`config.mk`:
```
export PLATFORM = sky130hd
export DESIGN_NAME = ex_muldiv
export DESIGN_NICKNAME = d
export VERILOG_FILES = /design/src/rtl/ex_muldiv.sv
export SDC_FILE = /design/constraint.sdc
export NUM_CORES = 1
export LEC_CHECK = 0
export ABC_AREA = 1
export BUFFER_PORTS_ARGS = -buffer_cell sky130_fd_sc_hd__buf_2
export CAP_MARGIN = 20
export CORE_UTILIZATION = 37
export CTS_BUF_LIST = sky130_fd_sc_hd__clkbuf_4
export DETAILED_ROUTE_END_ITERATION = 6
export PLACE_DENSITY = 0.52
export SLEW_MARGIN = 20
export SYNTH_ARGS = -nofsm -noshare
export SYNTH_HDL_FRONTEND = slang
export SYNTH_SLANG_ARGS = --single-unit
```
`constraint.sdc`:
```
create_clock -name clk -period 5.15 [get_ports clk]
set_clock_uncertainty 0.05 [all_clocks]
set_input_delay 1.03 -clock clk [delete_from_list [all_inputs] [get_ports clk]]
set_output_delay 1.03 -clock clk [all_outputs]
set_load 0.02 [all_outputs]
```
`src/rtl/ex_muldiv.sv`:
```
// ex_muldiv: iterative RV32M multiply/divide unit for the execute stage.
// Define MULDIV_FAST_MUL_EN for a single-cycle multiplier; divide stays iterative.
module ex_muldiv #(
   parameter int unsigned DATA_WIDTH = 32
) (
   input  logic                  clk,
   input  logic                  rst_n,
   input  logic                  start_i,
   input  logic [2:0]            funct3_i,
   input  logic [DATA_WIDTH-1:0] op_a_i,
   input  logic [DATA_WIDTH-1:0] op_b_i,
   input  logic                  flush_i,
   output logic                  stall_o,
   output logic                  done_o,
   output logic [DATA_WIDTH-1:0] result_o
);

   localparam int unsigned W = DATA_WIDTH;

   typedef enum logic [1:0] {StIdle, StCalc, StDone} state_e;

   state_e         state_q;
   logic [4:0]     cnt_q;
   logic [2:0]     funct3_q;
   logic [W-1:0]   b_mag_q;
   logic [2*W-1:0] acc_q;    // mul: {partial product, multiplier}; div: low half dividend/quotient
   logic [W-1:0]   rem_q;
   logic           neg_q;
   logic           a_neg_q;
   logic           done_q;
   logic [W-1:0]   result_q;

   // Capture-side decode: signedness, magnitudes and the special cases.
   logic         is_div, sign_a, sign_b, a_neg, b_neg;
   logic [W-1:0] a_mag, b_mag;
   logic         div_zero, div_ovf;
   logic [W-1:0] special_res;

   always_comb begin
      is_div   = funct3_i[2];
      sign_a   = is_div ? ~funct3_i[0] : (funct3_i[1:0] != 2'b11);
      sign_b   = is_div ? ~funct3_i[0] : ~funct3_i[1];
      a_neg    = sign_a & op_a_i[W-1];
      b_neg    = sign_b & op_b_i[W-1];
      a_mag    = a_neg ? -op_a_i : op_a_i;
      b_mag    = b_neg ? -op_b_i : op_b_i;
      div_zero = is_div && (op_b_i == '0);
      div_ovf  = is_div && !funct3_i[0] && (op_a_i == {1'b1, {(W-1){1'b0}}}) &&
                 (op_b_i == '1);
      if (div_zero) begin
         special_res = funct3_i[1] ? op_a_i : '1;
      end else begin
         special_res = funct3_i[1] ? '0 : op_a_i;
      end
   end

   logic         fast_hit;
   logic [W-1:0] fast_res;
`ifdef MULDIV_FAST_MUL_EN
   logic [2*W-1:0] fast_a, fast_b, fast_prod;

   always_comb begin
      fast_a    = {{W{a_neg}}, op_a_i};
      fast_b    = {{W{b_neg}}, op_b_i};
      // Product of sign-extended operands, taken modulo 2^64, is the exact signed product.
      fast_prod = fast_a * fast_b;
      fast_hit  = !is_div;
      fast_res  = (funct3_i[1:0] == 2'b00) ? fast_prod[W-1:0] : fast_prod[2*W-1:W];
   end
`else
   always_comb begin
      fast_hit = 1'b0;
      fast_res = '0;
   end
`endif

   // One iteration of shift-add multiply and restoring divide, plus the final sign fixup.
   logic [W:0]     mul_sum;
   logic [2*W-1:0] mul_acc_d;
   logic [W:0]     div_shift, div_diff;
   logic [W-1:0]   rem_d;
   logic [2*W-1:0] div_acc_d;
   logic [2*W-1:0] prod;
   logic [W-1:0]   quot, rem, calc_res;

   always_comb begin
      mul_sum   = {1'b0, acc_q[2*W-1:W]} + (acc_q[0] ? {1'b0, b_mag_q} : '0);
      mul_acc_d = {mul_sum, acc_q[W-1:1]};
      div_shift = {rem_q, acc_q[W-1]};
      div_diff  = div_shift - {1'b0, b_mag_q};
      rem_d     = div_diff[W] ? div_shift[W-1:0] : div_diff[W-1:0];
      div_acc_d = {acc_q[2*W-1:W], acc_q[W-2:0], ~div_diff[W]};
      prod      = neg_q ? -mul_acc_d : mul_acc_d;
      quot      = neg_q ? -div_acc_d[W-1:0] : div_acc_d[W-1:0];
      rem       = a_neg_q ? -rem_d : rem_d;
      if (funct3_q[2]) begin
         calc_res = funct3_q[1] ? rem : quot;
      end else begin
         calc_res = (funct3_q[1:0] == 2'b00) ? prod[W-1:0] : prod[2*W-1:W];
      end
   end

   always_ff @(posedge clk) begin
      if (!rst_n) begin
         state_q  <= StIdle;
         cnt_q    <= '0;
         funct3_q <= '0;
         b_mag_q  <= '0;
         acc_q    <= '0;
         rem_q    <= '0;
         neg_q    <= 1'b0;
         a_neg_q  <= 1'b0;
         done_q   <= 1'b0;
         result_q <= '0;
      end else if (flush_i) begin
         state_q <= StIdle;
         cnt_q   <= '0;
         done_q  <= 1'b0;
      end else begin
         done_q <= 1'b0;
         unique case (state_q)
            StIdle: begin
               if (start_i) begin
                  funct3_q <= funct3_i;
                  b_mag_q  <= b_mag;
                  acc_q    <= {{W{1'b0}}, a_mag};
                  rem_q    <= '0;
                  neg_q    <= a_neg ^ b_neg;
                  a_neg_q  <= a_neg;
                  if (div_zero || div_ovf) begin
                     result_q <= special_res;
                     done_q   <= 1'b1;
                     state_q  <= StDone;
                  end else if (fast_hit) begin
                     result_q <= fast_res;
                     done_q   <= 1'b1;
                     state_q  <= StDone;
                  end else begin
                     cnt_q   <= 5'd31;
                     state_q <= StCalc;
                  end
               end
            end
            StCalc: begin
               acc_q <= funct3_q[2] ? div_acc_d : mul_acc_d;
               rem_q <= rem_d;
               if (cnt_q == 5'd0) begin
                  result_q <= calc_res;
                  done_q   <= 1'b1;
                  state_q  <= StDone;
               end else begin
                  cnt_q <= cnt_q - 5'd1;
               end
            end
            StDone: state_q <= StIdle;
            default: state_q <= StIdle;
         endcase
      end
   end

   assign stall_o  = ((state_q == StIdle) && start_i && !flush_i) || (state_q == StCalc);
   assign done_o   = done_q;
   assign result_o = result_q;

endmodule
```
==> run_results.csv, run 1 <==
group,metric,value,unit
worst_setup_path,cp-end-kind,"flop",
worst_setup_path,crit_fanout,46,
clocking,ctsHoldBuffers,0,
global_routing,antenna_found_initial,6,
detailed_routing,drc,0,
clocking,path_clk_slew,0.19,ns
finish,nFillCells,5703,
detailed_routing,first_pass_iters,6,
detailed_routing,vias,22800,
floorplan,die_h,227,um
timing,tightest_slew,1.16,ns
clocking,post_cts.repair.setup_buffers,0,
timing,setup_violations,0,
worst_hold_path,hold_path.class,"flop to flop",
worst_setup_path,crit_path_start_kind,"flop",
finish,stdcell_area,20200,sq um
synthesis,ys_seq_area_share,18.4,%
synthesis,synthCells,3353,
finish,final_core_util,40.3,%
power_and_ir_drop,max-vdd-ir-drop,0.150,mV
clocking,cts_tree,"yes",
synthesis,synth-edff-count,0,
worst_setup_path,worstSetupPathType,"flop to flop",
worst_setup_path,rr_startpoint,"acc_q[31]",
place,dpl.hpwl,71800,um
floorplan,core,50200,sq um
synthesis,yosysUniqueCellTypes,57,
worst_setup_path,arrival,5.36,ns
finish,area.growth.synth_to_final,7.43,%
synthesis,syn-cell-area,18800,sq um
worst_setup_path,worstPathRequired,5.81,ns
synthesis,async_reset_ff_share,0,%
power_and_ir_drop,p_leak,0.0103,uW
clocking,clockBufferDepth,2,
timing,drv_slew,0,
floorplan,ios,105,
worst_setup_path,slowest_stage,"dfxtp_2",
timing,hold_viol,0,
finish,drive_gt1_share,8.69,%
floorplan,die_x,227,um
finish,mostFrequentLayoutCells,"nand2_1 (982), inv_1 (435), nor2_1 (311), a21oi_1 (262), nand3_1 (252)",
clocking,cts-resized-gates,0,
worst_hold_path,min_from,"acc_q[60]",
detailed_routing,ant_nets,0,
finish,layout_commonest_cell,"nand2_1",
power_and_ir_drop,power.density,194,nW/um^2
place,post_dp_cell_area,19900,sq um
worst_setup_path,worst_path_largest_cell_delay,0.48,ns
global_routing,grt_use_total,35.2,%
worst_setup_path,r2r_setup_slack,0.45,ns
worst_setup_path,worst_r2r_endpoint,"result_o[10]",
worst_hold_path,holdPathStages,2,
synthesis,synth_seq_cells,173,
timing,tns,0,ns
worst_hold_path,holdPathEnd,"acc_q[60]",
floorplan,die-area,51700,sq um
clocking,cts_made_buffers,17,
floorplan,initial_core_util,37.5,%
worst_setup_path,rr_worst_depth,29,
global_routing,grt_first_pass_wirelength,134000,um
detailed_routing,post_drt_via_cell_ratio,5.60,
place,portBuffers,104,
power_and_ir_drop,power,3910,uW
place,gp_routability_congestion,1.02,
finish,final_cells,4071,
clocking,cts.sinks,173,
synthesis,syn_area_per_cell,5.61,sq um
synthesis,yosysWarnings,0,
synthesis,synthesis.nets,3498,
timing,max-slew-margin-rel,21.9,%
timing,fin_crit_sh,91.3,%
detailed_routing,wl_per_cell,22.2,um
timing,rsz0062_at_grt,"false",
synthesis,synth_flop_cell,"dfxtp_1",
timing,min_period,4.70,ns
place,dpl.cell_count,4034,
clocking,cts_root_buffer,"clkbuf_4",
global_routing,grt-ovfl-total,0,
global_routing,grt_pass1_vias,20900,
floorplan,fp-row-count,82,
clocking,clkLatencyLatePin,0.79,ns
run_status,outcome,"complete, no violations",
detailed_routing,drtIter0Drc,2484,
run,maxCapViolCount,0,
detailed_routing,routed_wl,90300,um
timing,max_freq,0.213,GHz
clocking,htree_levels,4,
global_routing,grt_start_max_net_pins,60,
finish,final_nets,3526,
routing by layer:
metal	track usage, %	part of all wire [%]
met4	13.4	3.7
met1	47.3	44
met5	0	0.039
met2	53.6	43
met3	9.25	8.8
cell families after synthesis:
logic type	count (synthesis)	synth area share [%]
adders and majority gates	74	5.00
xor gates and xnor gates	79	3.68
DFF	173	18.4
and+or+nand+nor	1759	39.8
AOI/OAI and AO/OA	671	20.7
buffers and inverters	597	12.4
sequential cells by signal, summed over array words and instances, names as in the netlist:
name and count:
result_o 32, done_o 1, b_mag_q 32, rem_q 32, funct3_q 3, a_neg_q 1, cnt_q 5, neg_q 1
acc_q 64, state_q 2
cell type report:
cell class / count / area [sq um] / area share [%]
Clock buffer: 19 / 143 / 0.706
Sequential cell: 173 / 3460 / 17.1
Inverter: 457 / 1720 / 8.50
Clock inverter: 13 / 93.8 / 0.464
Timing Repair Buffer: 149 / 883 / 4.37
Multi-Input combinational cell: 2583 / 13000 / 64.6
Antenna cell: 5 / 12.5 / 0.0619
Tap cell: 672 / 841 / 4.16
per-stage QoR:
stage	hold slack [ns]	setup slack, ns
3_5_place_dp	0.414	0.462
6_report	0.436	0.450
2_1_floorplan	0.395	1.46
3_3_place_gp	0.404	0.545
4_1_cts	0.400	0.380
5_1_grt	0.430	0.0627
cell usage after synthesis, types with 28 or more instances:
cell	n	share of area (%)
o21ai_0	220	5.9
inv_1	439	8.8
a21oi_1	262	7.0
nand2_1	982	20
ha_1	72	4.8
a221oi_1	63	2.9
dfxtp_1	173	18
nand2_2	28	0.93
nor2_1	317	6.3
o211ai_1	31	1.2
clkbuf_1	106	2.1
nor3_1	57	1.5
nand4_1	45	1.5
xor2_1	58	2.7
nand3_1	252	6.7
where the power goes:
group	switching [uW]	total, uW	internal [uW]
Sequential	91.5	1490	1400
Clock	630	834	203
Combinational	1150	1590	442
Total	1870	3910	2040
worst max-delay path, delay by kind of cell (launching register included):
family / cells / cell delay (ns)
compound gates: 2 / 0.37
fa+ha+maj: 3 / 0.89
flops: 1 / 0.48
simple gates: 20 / 2.41
buf+inv: 4 / 0.38
worst max-delay path by stage:
stage                         start           end  slack, ns  cells after the start
after floorplan           acc_q[31]  result_o[26]       1.46                     24
after global placement    acc_q[31]  result_o[10]       0.55                     27
after detailed placement  acc_q[31]  result_o[10]       0.46                     27
after CTS                 acc_q[31]  result_o[10]       0.38                     27
after global routing      acc_q[31]  result_o[10]       0.06                     29
final                     acc_q[31]  result_o[10]       0.45                     29
(Power assumes the default switching activity.)
==> inputs of run 2 (changes only) <==
- PLACE_DENSITY: 0.52 -> 0.54
- clock period: 5.15 -> 3.98 ns (I/O delays scaled with it)
==> run 2 against run 1 <==
Compared with the run above: global-route usage down 2.4 points; via count decreased by 1.1%; maximum frequency grew 22%; die area unchanged; clock power grew 44%; wire length is 6.1% lower; register-to-register slack got worse by 0.31 ns; power grew 33%; non-clock buffer count grew 75; hold slack got worse by 0.18 ns; first-iteration DRC count rose by 0.36%; critical path type unchanged.
==> run_results.csv, run 2 (synthesized netlist as in run 1, its figures left out) <==
group,metric,value,unit
run_status,outcome,"complete, no violations",
place,gp_routability_congestion,1.03,
floorplan,ios,105,
global_routing,grt_start_max_net_pins,83,
power_and_ir_drop,p_leak,0.0107,uW
finish,largest_reg_flops,64,
detailed_routing,first_pass_iters,6,
run,maxCapViolCount,0,
floorplan,die_x,227,um
finish,nFillCells,5687,
timing,max-slew-margin-rel,35.9,%
timing,hold_viol,0,
timing,max_freq,0.260,GHz
clocking,ctsHoldBuffers,0,
floorplan,die_h,227,um
global_routing,grt-ovfl-total,0,
finish,seq_area,3470,sq um
clocking,clockBufferDepth,2,
detailed_routing,vias,22500,
power_and_ir_drop,power.density,248,nW/um^2
clocking,cts_made_buffers,17,
timing,tightest_slew,0.951,ns
finish,final_cells,4149,
clocking,path_clk_slew,0.19,ns
finish,drive_gt1_share,11.3,%
timing,min_period,3.84,ns
finish,multi_input_area,13100,sq um
finish,area.growth.synth_to_final,11.7,%
worst_setup_path,cp-end-kind,"flop",
worst_setup_path,crit_fanout,16,
worst_setup_path,crit_path_start_kind,"flop",
timing,fin_crit_sh,96.5,%
power_and_ir_drop,max-vdd-ir-drop,0.149,mV
detailed_routing,top_layer_used,"met5",
timing,setup_violations,0,
detailed_routing,post_drt_via_cell_ratio,5.43,
clocking,cts_root_buffer,"clkbuf_4",
place,dpl.hpwl,67800,um
floorplan,core,50200,sq um
detailed_routing,routed_wl,84800,um
finish,top_register,"acc_q",
timing,drv_slew,0,
clocking,clkLatencyLatePin,0.84,ns
worst_setup_path,arrival,4.58,ns
clocking,cts.sinks,173,
global_routing,grt_first_pass_wirelength,126000,um
global_routing,grt_pass1_vias,20100,
detailed_routing,drtIter0Drc,2493,
detailed_routing,ant_nets,0,
detailed_routing,drt-met1-wl,38800,um
detailed_routing,wl_per_cell,20.4,um
finish,mostFrequentLayoutCells,"nand2_1 (977), inv_1 (434), nor2_1 (307), a21oi_1 (260), nand3_1 (249)",
place,dpl.cell_count,4107,
detailed_routing,route.met3.wl,6310,um
clocking,cts_tree,"yes",
floorplan,initial_core_util,37.5,%
floorplan,die-area,51700,sq um
worst_setup_path,worstSetupPathType,"flop to flop",
timing,tns,0,ns
finish,layout_commonest_cell,"nand2_1",
detailed_routing,wl_met2,36300,um
worst_hold_path,hold_path.class,"input port to flop",
finish,final_nets,3601,
global_routing,grt_use_total,32.8,%
worst_setup_path,worstPathRequired,4.72,ns
detailed_routing,drc,0,
place,portBuffers,104,
global_routing,antenna_found_initial,7,
clocking,htree_levels,4,
floorplan,fp-row-count,82,
-- run 2: cell count changes in the layout (fill, tap and decap cells not counted), sizes merged --
cell      previous run  this run
buf                149       224
bufinv               0         1
clkbuf              19        17
clkinv               9         6
clkinvlp             4         1
diode                5         8
inv                457       464
-- run 2: what timing repair did --
action	4_1_cts	5_1_grt
buffers inserted	0	2
setup endpoints to repair	1	25
cloned	0	0
pin swaps	0	5
gates resized for setup	1	38
-- run 2: area by class of cell --
cell class                 instances  area share [%]
tap                              672            4.00
multi-input combinational       2583            62.6
clock buffer                      17           0.608
antenna                            8          0.0953
sequential                       173            16.5
inverter                         457            8.18
timing repair buffer             224            7.25
clock inverter                    15           0.733
-- run 2: final timing paths --
| check | cells past startpoint | slack, ns | startpoint | end |
|---|---|---|---|---|
| setup / recovery | 21 | 0.14 | b_mag_q[6] | result_o[5] |
| hold / removal | 3 | 0.25 | op_b_i[4] | b_mag_q[4] |
| setup reg to reg | 21 | 0.14 | b_mag_q[6] | result_o[5] |
| hold reg to reg | 2 | 0.44 | acc_q[62] | acc_q[62] |
-- run 2: power breakdown --
group | total (uW) | internal [uW] | leakage [uW] | switching, uW
Clock | 1200 | 337 | 0.000152 | 867
Combinational | 2080 | 628 | 0.00914 | 1450
Sequential | 1910 | 1810 | 0.00141 | 102
-- run 2: layer usage --
layer  vias up  track usage, %
met5         -               0
met4         8            13.2
met3       140            5.61
met2       830            49.8
met1     10300            45.7
li1      11200               -
-- run 2: stage by stage --
step	area [sq um]	hold WS (ns)	worst slack, ns	utilization [%]	total power (uW)
2_1_floorplan	18800	0.395	0.291	-	3210
3_3_place_gp	20600	0.412	0.0265	41.0	3960
3_5_place_dp	20600	0.410	0.0261	41.0	3950
4_1_cts	20800	0.223	0.0182	41.5	5130
5_1_grt	21000	0.252	-0.0186	41.8	5460
6_report	21000	0.253	0.140	41.9	5200
-- run 2: critical path: stages (launching register included) --
cell	delay, ns
dfxtp_1	0.52
inv_1	0.13
ha_1	0.38
nand2_2	0.12
inv_1	0.06
a21oi_2	0.18
nand2_2	0.12
nand2_2	0.09
nand2_2	0.07
nand2_4	0.09
nand2_4	0.07
nand2_4	0.15
nand2_8	0.10
buf_4	0.17
nand2_1	0.22
nand2_2	0.09
buf_4	0.23
nand3_1	0.09
nand3_1	0.24
o211ai_1	0.22
o211ai_1	0.23
a21oi_1	0.19
